[src/rtl/piso_pkg.sv]
// Shared types and helpers for the parallel-in / serial-out serializer.
package piso_pkg;

  // Serializer FSM: waiting for a word, or shifting one out.
  typedef enum logic {
    IDLE  = 1'b0,
    SHIFT = 1'b1
  } state_t;

  // Bit-counter width: enough bits to count 0 .. width-1.
  function automatic int cnt_width(input int width);
    return (width < 2) ? 1 : $clog2(width);
  endfunction

endpackage

[src/rtl/piso_bit_counter.sv]
// Up-counter over the bit positions of one word; flags the final position.
module piso_bit_counter
  import piso_pkg::*;
#(
  parameter int WIDTH = 4
) (
  input  logic                        clk,
  input  logic                        rst_n,
  input  logic                        clear,
  input  logic                        enable,
  output logic [cnt_width(WIDTH)-1:0] count,
  output logic                        is_last
);

  localparam int CW = cnt_width(WIDTH);

  // Clear has priority so a new word (or end of word) always restarts at 0.
  always_ff @(posedge clk or negedge rst_n) begin
    if (!rst_n) begin
      count <= '0;
    end else if (clear) begin
      count <= '0;
    end else if (enable) begin
      count <= count + 1'b1;
    end
  end

  // Final bit position of the word.
  always_comb begin
    is_last = (count == CW'(WIDTH - 1));
  end

endmodule

[src/rtl/piso_serializer.sv]
// Parallel-in, serial-out shifter with a valid/ready word input and a
// one-bit-per-clock output carrying valid and last-bit markers.
//
// Handshake: a word transfers on a rising edge where in_valid & in_ready.
// in_ready depends only on registered state (IDLE, or the last-bit cycle of
// SHIFT), never on in_valid; in_data is only sampled on a transfer edge.
// out_valid marks every cycle that carries a live bit; out_last marks the
// final bit of each word. Holding in_valid through the last-bit cycle loads
// the next word on that edge with no idle cycle in between.
module piso_serializer
  import piso_pkg::*;
#(
  parameter int WIDTH     = 4,
  parameter bit MSB_FIRST = 1'b1
) (
  input  logic             clk,
  input  logic             rst_n,
  input  logic [WIDTH-1:0] in_data,
  input  logic             in_valid,
  output logic             in_ready,
  output logic             out,
  output logic             out_valid,
  output logic             out_last
);

  localparam int CW = cnt_width(WIDTH);

  state_t           state;
  state_t           state_nxt;
  logic [WIDTH-1:0] shreg;
  logic [CW-1:0]    count;
  logic             is_last;
  logic             accept;
  logic             cnt_clear;
  logic             cnt_en;

  piso_bit_counter #(
    .WIDTH(WIDTH)
  ) u_bit_counter (
    .clk    (clk),
    .rst_n  (rst_n),
    .clear  (cnt_clear),
    .enable (cnt_en),
    .count  (count),
    .is_last(is_last)
  );

  // State register.
  always_ff @(posedge clk or negedge rst_n) begin
    if (!rst_n) begin
      state <= IDLE;
    end else begin
      state <= state_nxt;
    end
  end

  // Next state, handshake and serial outputs decoded from registered state.
  always_comb begin
    state_nxt = state;
    in_ready  = 1'b0;
    out_valid = 1'b0;
    out_last  = 1'b0;
    out       = 1'b0;
    cnt_en    = 1'b0;
    case (state)
      IDLE: begin
        in_ready = 1'b1;
        if (in_valid) begin
          state_nxt = SHIFT;
        end
      end
      SHIFT: begin
        out_valid = 1'b1;
        cnt_en    = 1'b1;
        out       = MSB_FIRST ? shreg[WIDTH-1] : shreg[0];
        if (is_last) begin
          out_last  = 1'b1;
          in_ready  = 1'b1;
          state_nxt = in_valid ? SHIFT : IDLE;
        end
      end
      default: state_nxt = IDLE;
    endcase
    accept = in_valid & in_ready;
    // Restart the counter on a new word and when leaving the last bit, so
    // it never runs past WIDTH-1 and sits at 0 while idle.
    cnt_clear = accept | ((state == SHIFT) & is_last);
  end

  // Shift register: load on transfer, otherwise shift toward the output end.
  always_ff @(posedge clk or negedge rst_n) begin
    if (!rst_n) begin
      shreg <= '0;
    end else if (accept) begin
      shreg <= in_data;
    end else if (state == SHIFT) begin
      if (MSB_FIRST) begin
        shreg <= {shreg[WIDTH-2:0], 1'b0};
      end else begin
        shreg <= {1'b0, shreg[WIDTH-1:1]};
      end
    end
  end

  // The counter must be parked at zero whenever no word is in flight.
  idle_count_zero: assert property (@(posedge clk) disable iff (!rst_n)
                                    (state == IDLE) |-> (count == '0));

endmodule

[config.mk]
export PLATFORM = sky130hd
export DESIGN_NAME = piso_serializer
export DESIGN_NICKNAME = d
export VERILOG_FILES = /design/src/rtl/piso_pkg.sv /design/src/rtl/piso_bit_counter.sv /design/src/rtl/piso_serializer.sv
export SDC_FILE = /design/constraint.sdc
export NUM_CORES = 1
export LEC_CHECK = 0
export CAP_MARGIN = 10
export CORE_AREA = 2 2 39 41
export CTS_CLUSTER_DIAMETER = 200
export CTS_CLUSTER_SIZE = 12
export DETAILED_ROUTE_END_ITERATION = 7
export DIE_AREA = 0 0 41 43
export PLACE_DENSITY = 0.6
export SLEW_MARGIN = 20
export SYNTH_ARGS = -nofsm -noshare
export SYNTH_HDL_FRONTEND = slang
export SYNTH_SLANG_ARGS = --single-unit
[constraint.sdc]
create_clock -name clk -period 1.6 [get_ports clk]
set_clock_uncertainty 0.15 [all_clocks]
set_input_delay 0.32 -clock clk [delete_from_list [all_inputs] [get_ports clk]]
set_output_delay 0.32 -clock clk [all_outputs]
set_load 0.1 [all_outputs]
==> results of run 1 <==
[sequential cells by signal, indices dropped and copies added, names as in the netlist]
register / flops
u_bit_counter.count: 2
shreg: 4
state: 1
[power groups by stage]
stage / Combinational, mW / Sequential, mW / Clock, mW
floorplan: 0.611 / 0.360 / 0
global placement: 0.912 / 0.342 / 0
detailed placement: 0.923 / 0.343 / 0
global route: 1.07 / 0.334 / 0.185
CTS: 1.02 / 0.322 / 0.178
finish: 1.02 / 0.323 / 0.172
[how the worst max path moves through the flow]
stage | start | to | slack [ns]
after detailed placement | in_valid | shreg[2]$_DFFE_PN0P_ | 0.05
after global routing | u_bit_counter.count[0]$_DFFE_PN0P_ | in_ready | -0.07
after CTS | u_bit_counter.count[0]$_DFFE_PN0P_ | in_ready | -0.05
final | u_bit_counter.count[0]$_DFFE_PN0P_ | in_ready | -0.05
after global placement | in_valid | u_bit_counter.count[1]$_DFFE_PN0P_ | 0.08
after floorplan | state$_DFF_PN0_ | out | 0.02
[cells by family after synthesis]
| kind of cell | share of synthesized area (%) |
|---|---|
| multiplexers | 10.94 |
| AO/OA/AOI/OAI | 17.33 |
| AND/OR/NAND/NOR | 13.68 |
| buffers and inverters | 9.421 |
| flip-flops | 42.55 |
| adder cells (fa/ha/maj) | 6.078 |
[cell usage after synthesis]
cell type,instances,area [µm²]
a31oi_1,3,18.77
and2_1,2,12.51
buf_2,1,5.000
buf_4,1,7.510
buf_6,1,11.26
dfrtp_1,7,175.2
ha_1,2,25.02
inv_1,4,15.01
mux2_4,3,45.04
nand2_1,2,7.510
nand2b_1,3,18.77
nand2b_2,1,8.760
nand3_1,1,5.000
nor2_1,1,3.750
o21ai_1,3,15.01
o22ai_2,3,37.54
[worst reg2reg max path, stage by stage, from the launching register on]
cell     delay [ns]
dfrtp_4        0.52
buf_4          0.17
mux2_4         0.30
o22ai_2        0.12
a31oi_1        0.08
[metrics by stage]
step	std cells	utilization, %	worst slack (ns)
finish	70	46.29	-0.04946
CTS	70	46.29	-0.04774
global placement	62	41.68	0.08347
floorplan	38	-	0.01810
global route	70	46.29	-0.07315
detailed placement	62	41.68	0.04790
[per-layer routing]
| layer | vias up | global-route usage (%) |
|---|---|---|
| met2 | 15 | 19.06 |
| met5 | - | 0 |
| met3 | 6 | 7.330 |
| met1 | 155 | 13.95 |
| li1 | 159 | - |
| met4 | 0 | 10.00 |
[cell type report]
type / count / area (µm²) / share of cell area, %
tap: 16 / 20.02 / 3.125
timing repair buffer: 15 / 190.2 / 29.69
inverter: 4 / 15.01 / 2.344
clock buffer: 4 / 26.28 / 4.102
multi-input combinational: 24 / 210.2 / 32.81
sequential: 7 / 178.9 / 27.93
[timing repair]
action,4_1_cts,5_1_grt
pin swaps,1,0
gates resized for setup,2,0
endpoints found under the setup margin,3,3
buffers inserted,4,0
==> results.sh, run 1 <==
export IMPL_outcome="complete, but fails checks"
export IMPL_violations_in_the_final_reports="negative setup slack"
export IMPL_route_antenna_remaining_nets=0
export IMPL_crit_type="flip-flop to output port"
export IMPL_grt_max_degree=11
export IMPL_final_critical_path_setup_slack_ns=-0.04946
export IMPL_report_power_total_mw=1.513
export IMPL_cp_slowest_stage_delay_ns=0.40
export IMPL_root_buf_cell="clkbuf_4"
export IMPL_ctsHtreeMaxLevel=1
export IMPL_cp_start_kind="flip-flop"
export IMPL_cts_made_buffers=3
export IMPL_path_depth=3
export IMPL_mappedNetlistArea_um2=411.6
export IMPL_path_max_fanout=2
export IMPL_timing_final_crit_share_pct=103.1
export IMPL_slew_viol_final=0
export IMPL_fin_crit_ns=1.649
export IMPL_vdd_ir_drop_worst_mv=0.9816
export IMPL_hold_worst_slack_ns=0.1576
export IMPL_routed_wl_met2_um=411
export IMPL_detail_route_vias_per_cell=4.786
export IMPL_grt_pass1_wl_um=1462
export IMPL_detailroute_via_count=335
export IMPL_power_combinational_fraction_pct=67.3
export IMPL_cp_arrival_ns=1.18
export IMPL_fin_tns_setup_ns=-0.08250
export IMPL_hold_violations=0
export IMPL_grt_use_total_pct=13.39
export IMPL_intPower_mw=0.8178
export IMPL_mostFrequentLayoutCells="clkdlybuf4s50_1, dfrtp_1, buf_12, inv_1, buf_4"
export IMPL_syn_to_final_growth_pct=55.62
export IMPL_placed_area_um2=576.8
export IMPL_timing_critical_path_cells="ha_2 > nand2b_4 > buf_12"
export IMPL_grt_setup_unrepaired="yes"
export IMPL_setup_viol=2
export IMPL_post_cts_hold_buffer_count=0
export IMPL_detail_route_drc_violations=0
export IMPL_number_of_global_route_vias_before_repair=326
export IMPL_finalWirelength_um=867
export IMPL_p_per_area_nw_per_um2=2362
export IMPL_crit_required_ns=1.13
export IMPL_worst_r2r_endpoint="shreg[1]$_DFFE_PN0P_"
export IMPL_met1_length_um=333
export IMPL_timing_critical_path_slowest_stage_cell="dfrtp_1"
export IMPL_leakagePower_nw=0.3098
export IMPL_layout_nets=64
export IMPL_routedWlPerCell_um=12.39
export IMPL_worst_r2r_setup_slack_ns=0.12
export IMPL_synth_fp_nets=47
export IMPL_syn_instance_count=38
export IMPL_pwr_share_clk_pct=11.4
export IMPL_worstSetupEndpointType="output port"
export IMPL_antenna_found_initial=0
export IMPL_max_slew_worst_pin_slew_ns=0.3733
export IMPL_hold_class="primary input to asynchronous set/reset pin"
export IMPL_met3_wirelength_um=73
export IMPL_fp_dieArea_um2=1763
export IMPL_chipHeight_um=43
export IMPL_cts_sinks=7
export IMPL_initial_utilization_pct=29.75
export IMPL_timing_slew_headroom_pct=75.03
export IMPL_sw_frac_of_total_pct=45.95
export IMPL_clock_fmax_mhz=606.3
export IMPL_timing_reg2reg_worst_path_depth=4
export IMPL_placementRows=14
export IMPL_ioPinCount=11
export IMPL_buffer_ports_inserted=10
export IMPL_p_sw_mw=0.6952
export IMPL_n_antenna_cell=0
export IMPL_place_detailed_hpwl_um=580.6
export IMPL_yosysWarnings=0
export IMPL_cell_variety_after_synth=16
export IMPL_synthesis_area_per_instance_um2=10.83
export IMPL_synth_seq_area_share_pct=42.55
export IMPL_drive_gt1_share_pct=42.59
export IMPL_grt_overflow_total=0
export IMPL_fillerInstances=126
export IMPL_coreArea_um2=1384
export IMPL_share_seq_of_total_power_pct=21.4
export IMPL_gp_routability_congestion=0.7725
export IMPL_highest_layer="met4"
export IMPL_design_area_um2=640.6
export IMPL_timing_max_cap_violations=0
export IMPL_clk_pin_slew_worst_paths_ns=0.06
export IMPL_die_x_um=41
export IMPL_beginning_of_the_worst_register_to_register_path="state$_DFF_PN0_"
export IMPL_drt_initial_drc_count=8
export IMPL_cts_max_path_buffers=2
export IMPL_cp_num_buf_inv=1
export IMPL_critical_path_top_delay_family="flip-flops"
export IMPL_flip_flop_and_latch_count_after_synthesis=7
export IMPL_insertion_delay_ns=0.27
export IMPL_tritoncts_clock_tree="built"
export IMPL_drt_pass1_iter_count=4
Power figures use the tool's default switching activity.
==> run 2: changes to the inputs <==
SKIP_LAST_GASP = 1   (was not set)
==> results of run 2 <==
Final layout, timing and power as in run 1 (identical DEF).
